$ cat config.mk
export PLATFORM = sky130hd
export DESIGN_NAME = aes_mc_inv_column_scheduler
export DESIGN_NICKNAME = d
export VERILOG_FILES = /design/src/rtl/aes_mc_inv_column_scheduler.sv
export SDC_FILE = /design/constraint.sdc
export NUM_CORES = 1
export LEC_CHECK = 0
export BUFFER_PORTS_ARGS = -buffer_cell sky130_fd_sc_hd__buf_2
export CORE_MARGIN = 2
export CORE_UTILIZATION = 50
export DETAILED_ROUTE_END_ITERATION = 6
export PLACE_DENSITY = 0.8
export SYNTH_ARGS = -nofsm -noshare
export SYNTH_HDL_FRONTEND = slang
export SYNTH_SLANG_ARGS = --single-unit
$ cat constraint.sdc
create_clock -name clk -period 5.7 [get_ports clk]
set_input_delay 0.57 -clock clk [delete_from_list [all_inputs] [get_ports clk]]
set_output_delay 0.57 -clock clk [all_outputs]
set_load 0.02 [all_outputs]
$ cat src/rtl/aes_mc_inv_column_scheduler.sv
// aes_mc_inv_column_scheduler
// Applies InvMixColumns to a 128-bit AES state by time-sharing one
// single-column inverse unit over the four columns, one column per cycle.
// Column c sits at bits [32*c +: 32]. Byte r of a column sits at bits [8*r +: 8].
// Optional feature macro: SMAESH_MC_INV_BYPASS_EN. When it is defined, the
// in_bypass input is added. A state accepted with in_bypass=1 is returned
// unchanged after the same 4-cycle schedule. The last decryption round uses
// this because it has no InvMixColumns.

// Purely combinational InvMixColumns of one 32-bit column.
// b[r] = 0e*a[r] ^ 0b*a[r+1] ^ 0d*a[r+2] ^ 09*a[r+3]   (indices mod 4)
module aes_mc_single_column_inverse (
    input  logic [31:0] col_in,
    output logic [31:0] col_out
);
    // Multiply by x in GF(2^8) modulo x^8+x^4+x^3+x+1.
    function automatic logic [7:0] xtime(input logic [7:0] b);
        return {b[6:0], 1'b0} ^ (b[7] ? 8'h1b : 8'h00);
    endfunction

    logic [7:0] m09 [4];
    logic [7:0] m0b [4];
    logic [7:0] m0d [4];
    logic [7:0] m0e [4];

    genvar gi;
    generate
        for (gi = 0; gi < 4; gi++) begin : g_mul
            logic [7:0] a, x2, x4, x8;
            assign a  = col_in[8*gi +: 8];
            assign x2 = xtime(a);
            assign x4 = xtime(x2);
            assign x8 = xtime(x4);
            assign m09[gi] = x8 ^ a;
            assign m0b[gi] = x8 ^ x2 ^ a;
            assign m0d[gi] = x8 ^ x4 ^ a;
            assign m0e[gi] = x8 ^ x4 ^ x2;
        end

        for (gi = 0; gi < 4; gi++) begin : g_row
            assign col_out[8*gi +: 8] = m0e[gi] ^ m0b[(gi+1)%4]
                                      ^ m0d[(gi+2)%4] ^ m09[(gi+3)%4];
        end
    endgenerate
endmodule

module aes_mc_inv_column_scheduler #(
    parameter int NCOLS = 4
) (
    input  logic         clk,
    input  logic         rst,
    input  logic         in_valid,
    output logic         in_ready,
    input  logic [127:0] in_data,
`ifdef SMAESH_MC_INV_BYPASS_EN
    input  logic         in_bypass,
`endif
    output logic         out_valid,
    input  logic         out_ready,
    output logic [127:0] out_data,
    output logic         busy
);
    // The column counter and the state width are sized for exactly four columns.
    generate
        if (NCOLS != 4) begin : g_bad_ncols
            $error("aes_mc_inv_column_scheduler: NCOLS must be 4");
        end
    endgenerate

    typedef enum logic [1:0] {
        IDLE = 2'd0,
        BUSY = 2'd1,
        DONE = 2'd2
    } state_t;

    state_t       state_reg;
    logic [1:0]   col_reg;
    logic [127:0] st_reg;
    logic [31:0]  col_sel;
    logic [31:0]  col_mc;
    logic [31:0]  col_result;
    logic         accept;

`ifdef SMAESH_MC_INV_BYPASS_EN
    logic         bypass_reg;
`endif

    // The only GF(2^8) logic in the datapath. It is shared by all four columns.
    aes_mc_single_column_inverse u_col (
        .col_in  (col_sel),
        .col_out (col_mc)
    );

    // Handshake and status outputs are decoded from the FSM register.
    assign in_ready  = (state_reg == IDLE) || ((state_reg == DONE) && out_ready);
    assign out_valid = (state_reg == DONE);
    assign busy      = (state_reg == BUSY);
    assign out_data  = st_reg;
    assign accept    = in_valid && in_ready;

    // Select the column that is processed in this cycle.
    assign col_sel = st_reg[32*col_reg +: 32];

`ifdef SMAESH_MC_INV_BYPASS_EN
    // A bypassed state writes its own columns back, so the schedule stays
    // the same and only the data path differs.
    assign col_result = bypass_reg ? col_sel : col_mc;
`else
    assign col_result = col_mc;
`endif

    // FSM plus the working state: load on accept, fold in one column per BUSY cycle.
    always_ff @(posedge clk) begin
        if (rst) begin
            state_reg  <= IDLE;
            col_reg    <= 2'd0;
            st_reg     <= '0;
`ifdef SMAESH_MC_INV_BYPASS_EN
            bypass_reg <= 1'b0;
`endif
        end else begin
            case (state_reg)
                IDLE, DONE: begin
                    if (accept) begin
                        st_reg     <= in_data;
                        col_reg    <= 2'd0;
                        state_reg  <= BUSY;
`ifdef SMAESH_MC_INV_BYPASS_EN
                        bypass_reg <= in_bypass;
`endif
                    end else if ((state_reg == DONE) && out_ready) begin
                        // Result consumed and there is no new state. Keep st as it is.
                        state_reg <= IDLE;
                    end
                end
                BUSY: begin
                    st_reg[32*col_reg +: 32] <= col_result;
                    col_reg                  <= col_reg + 2'd1;
                    if (col_reg == 2'd3) begin
                        state_reg <= DONE;
                    end
                end
                default: begin
                    state_reg <= IDLE;
                    col_reg   <= 2'd0;
                end
            endcase
        end
    end
endmodule

==> results by group, run 1 <==
Floorplan
  – Core ar.: 0.0172 mm^2
  – FP Rows: 48
  – Die W: 136 um
  – Top Ports: 263
  – Die footprint: 0.0186 mm^2
  – Initial Util: 50.8%
  – Die Span Y: 136 um

Drt
  – Post-route ant nets: 0
  – Drt pass-1 iters: 7
  – Met1 Wirelength: 11900 um
  – Routed WL: 32400 um
  – Vias: 8700
  – WL met2: 15200 um
  – DR DRC count: 0
  – DR WL/cell: 23.9 um
  – WL met3: 3850 um
  – Vias per cell: 6.43
  – Max layer used: met4
  – Drt initial violations: 1272

Worst setup path
  – Setup CP Type: flip-flop to flip-flop
  – Worst-path maximum fanout: 30
  – CP endpoint kind: flip-flop
  – R2R setup slack: 1.43 ns
  – Startpoint types: flip-flop
  – Worst path required time: 5.99 ns
  – Critical Path AT: 4.56 ns

Layout
  – Final cell count without fillers: 1353
  – Final #Nets: 1249
  – Area growth syn-to-layout: 21.6%
  – Commonest non-fill, non-tap cell in the layout: buf_2
  – Final core occ: 61.8%
  – Multi-input gate area: 0.00573 mm^2
  – Fill count: 1388
  – Proportion of layout cells with a drive suffix above 1: 31.3%
  – Max reg flops: 128
  – Commonest cells after routing, fill and taps aside: buf_2 (261), nor2_1 (185), dfxtp_1 (130)
  – Register area: 0.00265 mm^2

Timing
  – Final TNS setup: 0 ns
  – Worst slew margin: 4.87%
  – Setup Viol. Count Final: 0
  – Clock Skew: 0.00991 ns
  – Slew Limit Fails: 0
  – Fin crit share: 74.9%
  – Max Fclk: 0.234 GHz
  – Hold Fails Final Rpt: 0
  – Crit path time final: 4.27 ns
  – RSZ-0062 raised after global routing: false
  – Slew @ Worst Pin: 1.42 ns

CTS
  – Clock Path Buffers: 2
  – Setup Buffers After CTS: 0
  – Worst-Skew Late Latency: 0.44 ns
  – CTS clock-pin slew for the worst setup and hold paths: 0.06 ns
  – TritonCTS clock tree: done
  – H-tree Lvls: 4
  – Hold buffers post-CTS: 0
  – Root Driver: clkbuf_16
  – Clk sink count: 132
  – Post_cts resized: 0
  – Num CTS Buffers: 17

Synthesis
  – Yosys reg bits: 132
  – Ys flop type: dfxtp_1
  – XOR/XNOR share of the synthesized area: 25.4%
  – Synthesized area per cell: 9.71 um^2
  – Post-synth EDFFs: 0
  – Post-synthesis mux area share: 8.62%
  – Synth area leader: dfxtp_1
  – Ys Warns: 0
  – Area share of and/or/nand/nor cells after synthesis: 15.6%
  – Adder-Cell Fraction of Synth Area: 0.572%
  – Post-synth net total: 1038
  – Largest family of logic cells by synthesized area: XOR/XNOR gates
  – Mapped Cells: 902
  – Async set-reset flop share out of synthesis: 0%
  – Area fraction of the dominant cell type after synthesis: 30.2%
  – Post-synthesis sequential area ratio: 30.2%
  – Synth Area in Compound Gates: 14.9%
  – Distinct cells, synth: 36
  – Mapped cell area: 0.00876 mm^2
  – Synth top area cells: dfxtp_1 (30%), xnor3_1 (9.5%), xnor2_1 (8.2%), nor2_1 (7.9%), a211oi_1 (6.5%)

Global route
  – Vias in the first global route: 8350
  – Antenna violations before repair: 3
  – Overall Global Routing Usage: 34.3%
  – Largest net degree at the start of global routing: 80
  – Remaining Overflow, GRT: 0
  – First-pass GRT wire length: 47700 um

Power
  – Cell Pwr Density: 628 mW/mm^2
  – VDD IR max: 0.000535 V
  – LEAKAGE: 0.00476 uW

Run status
  – Outcome: complete, no violations

Min path
  – Type of the most critical hold path: input pin to flip-flop

Place
  – Post-placement cell count: 1319
  – # port buffers: 262
  – Final HPWL DP: 22800 um
  – Final GP Congestion: 0.993

Job
  – Max Cap Violations: 0
[power by group]
group          internal, uW  switching (uW)
clock                   653             426
combinational          2020            2450
sequential             1030             111
[final timing paths]
check                             startpoint           end  cells after the start
worst max register to register    col_reg[0]  out_data[60]                      8
worst min-delay path               out_ready  state_reg[1]                      4
worst min register to register  out_data[86]  out_data[86]                      2
worst max-delay path              col_reg[0]  out_data[60]                      8
[layout make-up]
cell class	instances	share of cell area [%]
well taps	225	2.64
multi-input cells	683	53.8
clock buffers	23	4.30
clock inverters	9	0.987
repair buffers	275	13.3
inverters	4	0.141
diodes	2	0.0470
flip-flops and latches	132	24.8
[kinds of logic after synthesis]
kind of cell | Yosys count
flip-flops | 132
AND/OR/NAND/NOR | 318
XOR/XNOR | 168
adder cells (fa/ha/maj) | 4
multiplexers | 32
AO/OA/AOI/OAI | 161
buffers and inverters | 87
[cell usage after synthesis, drive strengths merged (5+ instances only)]
cell type    n
nand2       10
nand2b       5
a211oi      76
nor2       185
xnor2       90
mux4        32
clkbuf      61
buf         22
xnor3       42
a21oi       13
nor3       106
a2bb2oi     20
a221oi      52
dfxtp      132
xor2        32
[metal layers]
metal	track usage, %	up-vias
met5	0	-
met4	14.4	0
met3	9.88	146
met2	54.9	707
met1	43.3	4121
li1	-	3726
[stage by stage]
step	hold slack (ns)	total power [uW]	instance area (um^2)	worst slack [ns]
after global placement	0.489	5430	10100	1.58
final	0.423	6690	10600	1.43
after floorplan	0.568	4440	8760	2.45
after CTS	0.421	6550	10600	1.48
after detailed placement	0.491	5450	10100	1.51
after global routing	0.455	6860	10600	1.35
[worst max-delay path, cell delays in order, from the launching register on]
cell,delay [ns]
dfxtp_2,0.84
buf_4,0.38
mux4_2,0.67
xnor3_2,0.49
xor3_2,0.47
xnor2_1,0.32
xnor3_2,0.55
a221oi_1,0.34
nor3_1,0.07
No activity file was read; power rests on OpenSTA's default activity.
==> run 2, diff against run 1 <==
==> constraint.sdc (replaced) <==
create_clock -name clk -period 4.3 [get_ports clk]
set_input_delay 0.43 -clock clk [delete_from_list [all_inputs] [get_ports clk]]
set_output_delay 0.43 -clock clk [all_outputs]
set_load 0.02 [all_outputs]
==> run 2 against run 1 <==
Register-to-register slack lost 1.0 ns. First-iteration DRC count shrank 16%. Wire length grew 1.0%. Worst hold slack lost 0.12 ns. Core utilization grew 0.57 points. Via count grew 0.77%. Clock power grew 33%. Fmax grew 10%. Cell count grew 0.67%. Count of clock-buffer cells in the layout grew 1. Critical path type unchanged. Critical endpoint is now out_data[67].
==> results by group, run 2 (synthesis results as in run 1) <==
Run status
  – Outcome: complete, no violations

Worst setup path
  – Startpoint types: flip-flop
  – Setup CP Type: flip-flop to flip-flop
  – Max stage delay cell, worst path: mux4_2
  – WP buf/inv: 1 (unchanged)
  – CP endpoint kind: flip-flop
  – R2R setup slack: 0.43 ns (-1.00 ns)
  – Critical Path AT: 4.14 ns (-0.42 ns)
  – Crit path max-delay family: XOR/XNOR gates
  – Worst-path maximum fanout: 13 (-57%)
  – Largest stage delay, worst path: 0.68 ns (-0.16 ns)
  – Crit-path cells: buf_4 > mux4_2 > xor2_1 > xnor2_1 > xnor2_1 > xnor3_1 > a221oi_1 > nor3_1
  – Worst path required time: 4.57 ns (-1.42 ns)
  – Most frequent CP cell: xnor2_1

CTS
  – CTS clock-pin slew for the worst setup and hold paths: 0.06 ns (about the same)
  – Clk sink count: 132 (unchanged)
  – TritonCTS clock tree: done
  – Setup Buffers After CTS: 0 (unchanged)
  – Worst-Skew Late Latency: 0.43 ns (about the same)
  – H-tree Lvls: 4 (unchanged)
  – Root Driver: clkbuf_16
  – Hold buffers post-CTS: 0 (unchanged)
  – Post_cts resized: 0 (unchanged)
  – Clock Path Buffers: 2 (unchanged)
  – Num CTS Buffers: 17 (unchanged)

Layout
  – Commonest cells after routing, fill and taps aside: buf_2 (261), nor2_1 (185), dfxtp_1 (130)
  – Area growth syn-to-layout: 22.7%
  – Max reg flops: 128 (unchanged)
  – Fill count: 1396 (+0.58%)
  – Proportion of layout cells with a drive suffix above 1: 32.1% (+0.78 points)
  – Commonest non-fill, non-tap cell in the layout: buf_2
  – Final #Nets: 1262 (+1.0%)

Place
  – Final HPWL DP: 23500 um (+3.2%)
  – Final GP Congestion: 0.978 (-1.5%)
  – # port buffers: 262 (unchanged)

Timing
  – Hold Fails Final Rpt: 0 (unchanged)
  – Final TNS setup: 0 ns (unchanged)
  – Crit path time final: 3.87 ns (-0.402 ns)
  – RSZ-0062 raised after global routing: false
  – Clock Skew: 0.00982 ns (-0.0000927 ns)
  – Worst slew margin: 37.6% (+33 points)
  – Fin crit share: 89.9% (+15 points)
  – Max Fclk: 0.259 GHz (+10%)
  – Slew @ Worst Pin: 0.936 ns (-0.484 ns)
  – Slew Limit Fails: 0 (unchanged)
  – Setup Viol. Count Final: 0 (unchanged)

Global route
  – Largest net degree at the start of global routing: 73 (-8.8%)
  – Vias in the first global route: 8545 (+2.3%)
  – Antenna violations before repair: 1 (-2)
  – Remaining Overflow, GRT: 0 (unchanged)
  – First-pass GRT wire length: 48500 um (+1.7%)
  – Overall Global Routing Usage: 35.1% (+0.84 points)

Floorplan
  – FP Rows: 48 (unchanged)
  – Initial Util: 50.8% (unchanged)
  – Core ar.: 0.0172 mm^2 (unchanged)
  – Die Span Y: 136 um (unchanged)
  – Die W: 136 um (unchanged)
  – Top Ports: 263 (unchanged)
  – Die footprint: 0.0186 mm^2 (unchanged)

Drt
  – DR WL/cell: 24.0 um (+0.38%)
  – DR DRC count: 0 (unchanged)
  – Vias: 8767 (+0.77%)
  – Vias per cell: 6.44 (+0.10%)
  – Drt initial violations: 1066 (-16%)
  – Drt pass-1 iters: 6 (-1)
  – Post-route ant nets: 0 (unchanged)
  – Routed WL: 32700 um (+1.0%)

Job
  – Max Cap Violations: 0 (unchanged)

Power
  – VDD IR max: 0.000648 V (+21%)
  – LEAKAGE: 0.00483 uW (+1.5%)
  – Cell Pwr Density: 827 mW/mm^2 (+32%)
  – Final Power: 8880 uW (+33%)

Min path
  – Type of the most critical hold path: input pin to flip-flop
==> run 2: final cells by class <==
type / instances / area [um^2] / area share (%)
Inverter: 4 / 15.0 / 0.140
Sequential cell: 132 / 2650 / 24.6
Antenna cell: 1 / 2.50 / 0.0233
Clock buffer: 24 / 492 / 4.58
Multi-Input combinational cell: 683 / 5730 / 53.3
Tap cell: 225 / 282 / 2.62
Timing Repair Buffer: 288 / 1510 / 14.0
Clock inverter: 5 / 75.1 / 0.699
==> run 2: metrics by stage <==
stage	area [um^2]	utilization [%]	cells	hold WS [ns]	worst slack, ns
after floorplan	8760	-	902	0.568	1.05
after global placement	10200	59.0	1332	0.488	0.615
after detailed placement	10200	59.0	1332	0.496	0.602
after CTS	10700	62.3	1361	0.283	0.484
after global routing	10700	62.3	1362	0.301	0.267
final	10700	62.3	1362	0.302	0.433
==> run 2: metal layers <==
layer | GRT usage, % | vias to the layer above | share of wire [%]
met5 | 0 | - | 0
met4 | 18.5 | 0 | 4.3
met3 | 7.08 | 134 | 12
met2 | 56.3 | 748 | 48
met1 | 44.7 | 4134 | 36
li1 | - | 3751 | -
==> run 2: power breakdown <==
group          total (uW)  switching (uW)  internal, uW
logic                5940            3240          2700
clock network        1440             536           902
registers            1500             139          1370
total                8880            3920          4960
==> run 2: final timing paths <==
| path | start | endpoint | cells past startpoint |
|---|---|---|---|
| min reg2reg | out_data[79] | out_data[79] | 2 |
| max reg2reg | col_reg[0] | out_data[67] | 8 |
| min | in_data[28] | out_data[28] | 3 |
| max | col_reg[0] | out_data[67] | 8 |
==> run 2: worst reg2reg max path, stage by stage, from the launching register on <==
cell,delay (ns)
dfxtp_2,0.59
buf_4,0.30
mux4_2,0.68
xor2_1,0.32
xnor2_1,0.20
xnor2_1,0.65
xnor3_1,0.52
a221oi_1,0.36
nor3_1,0.10
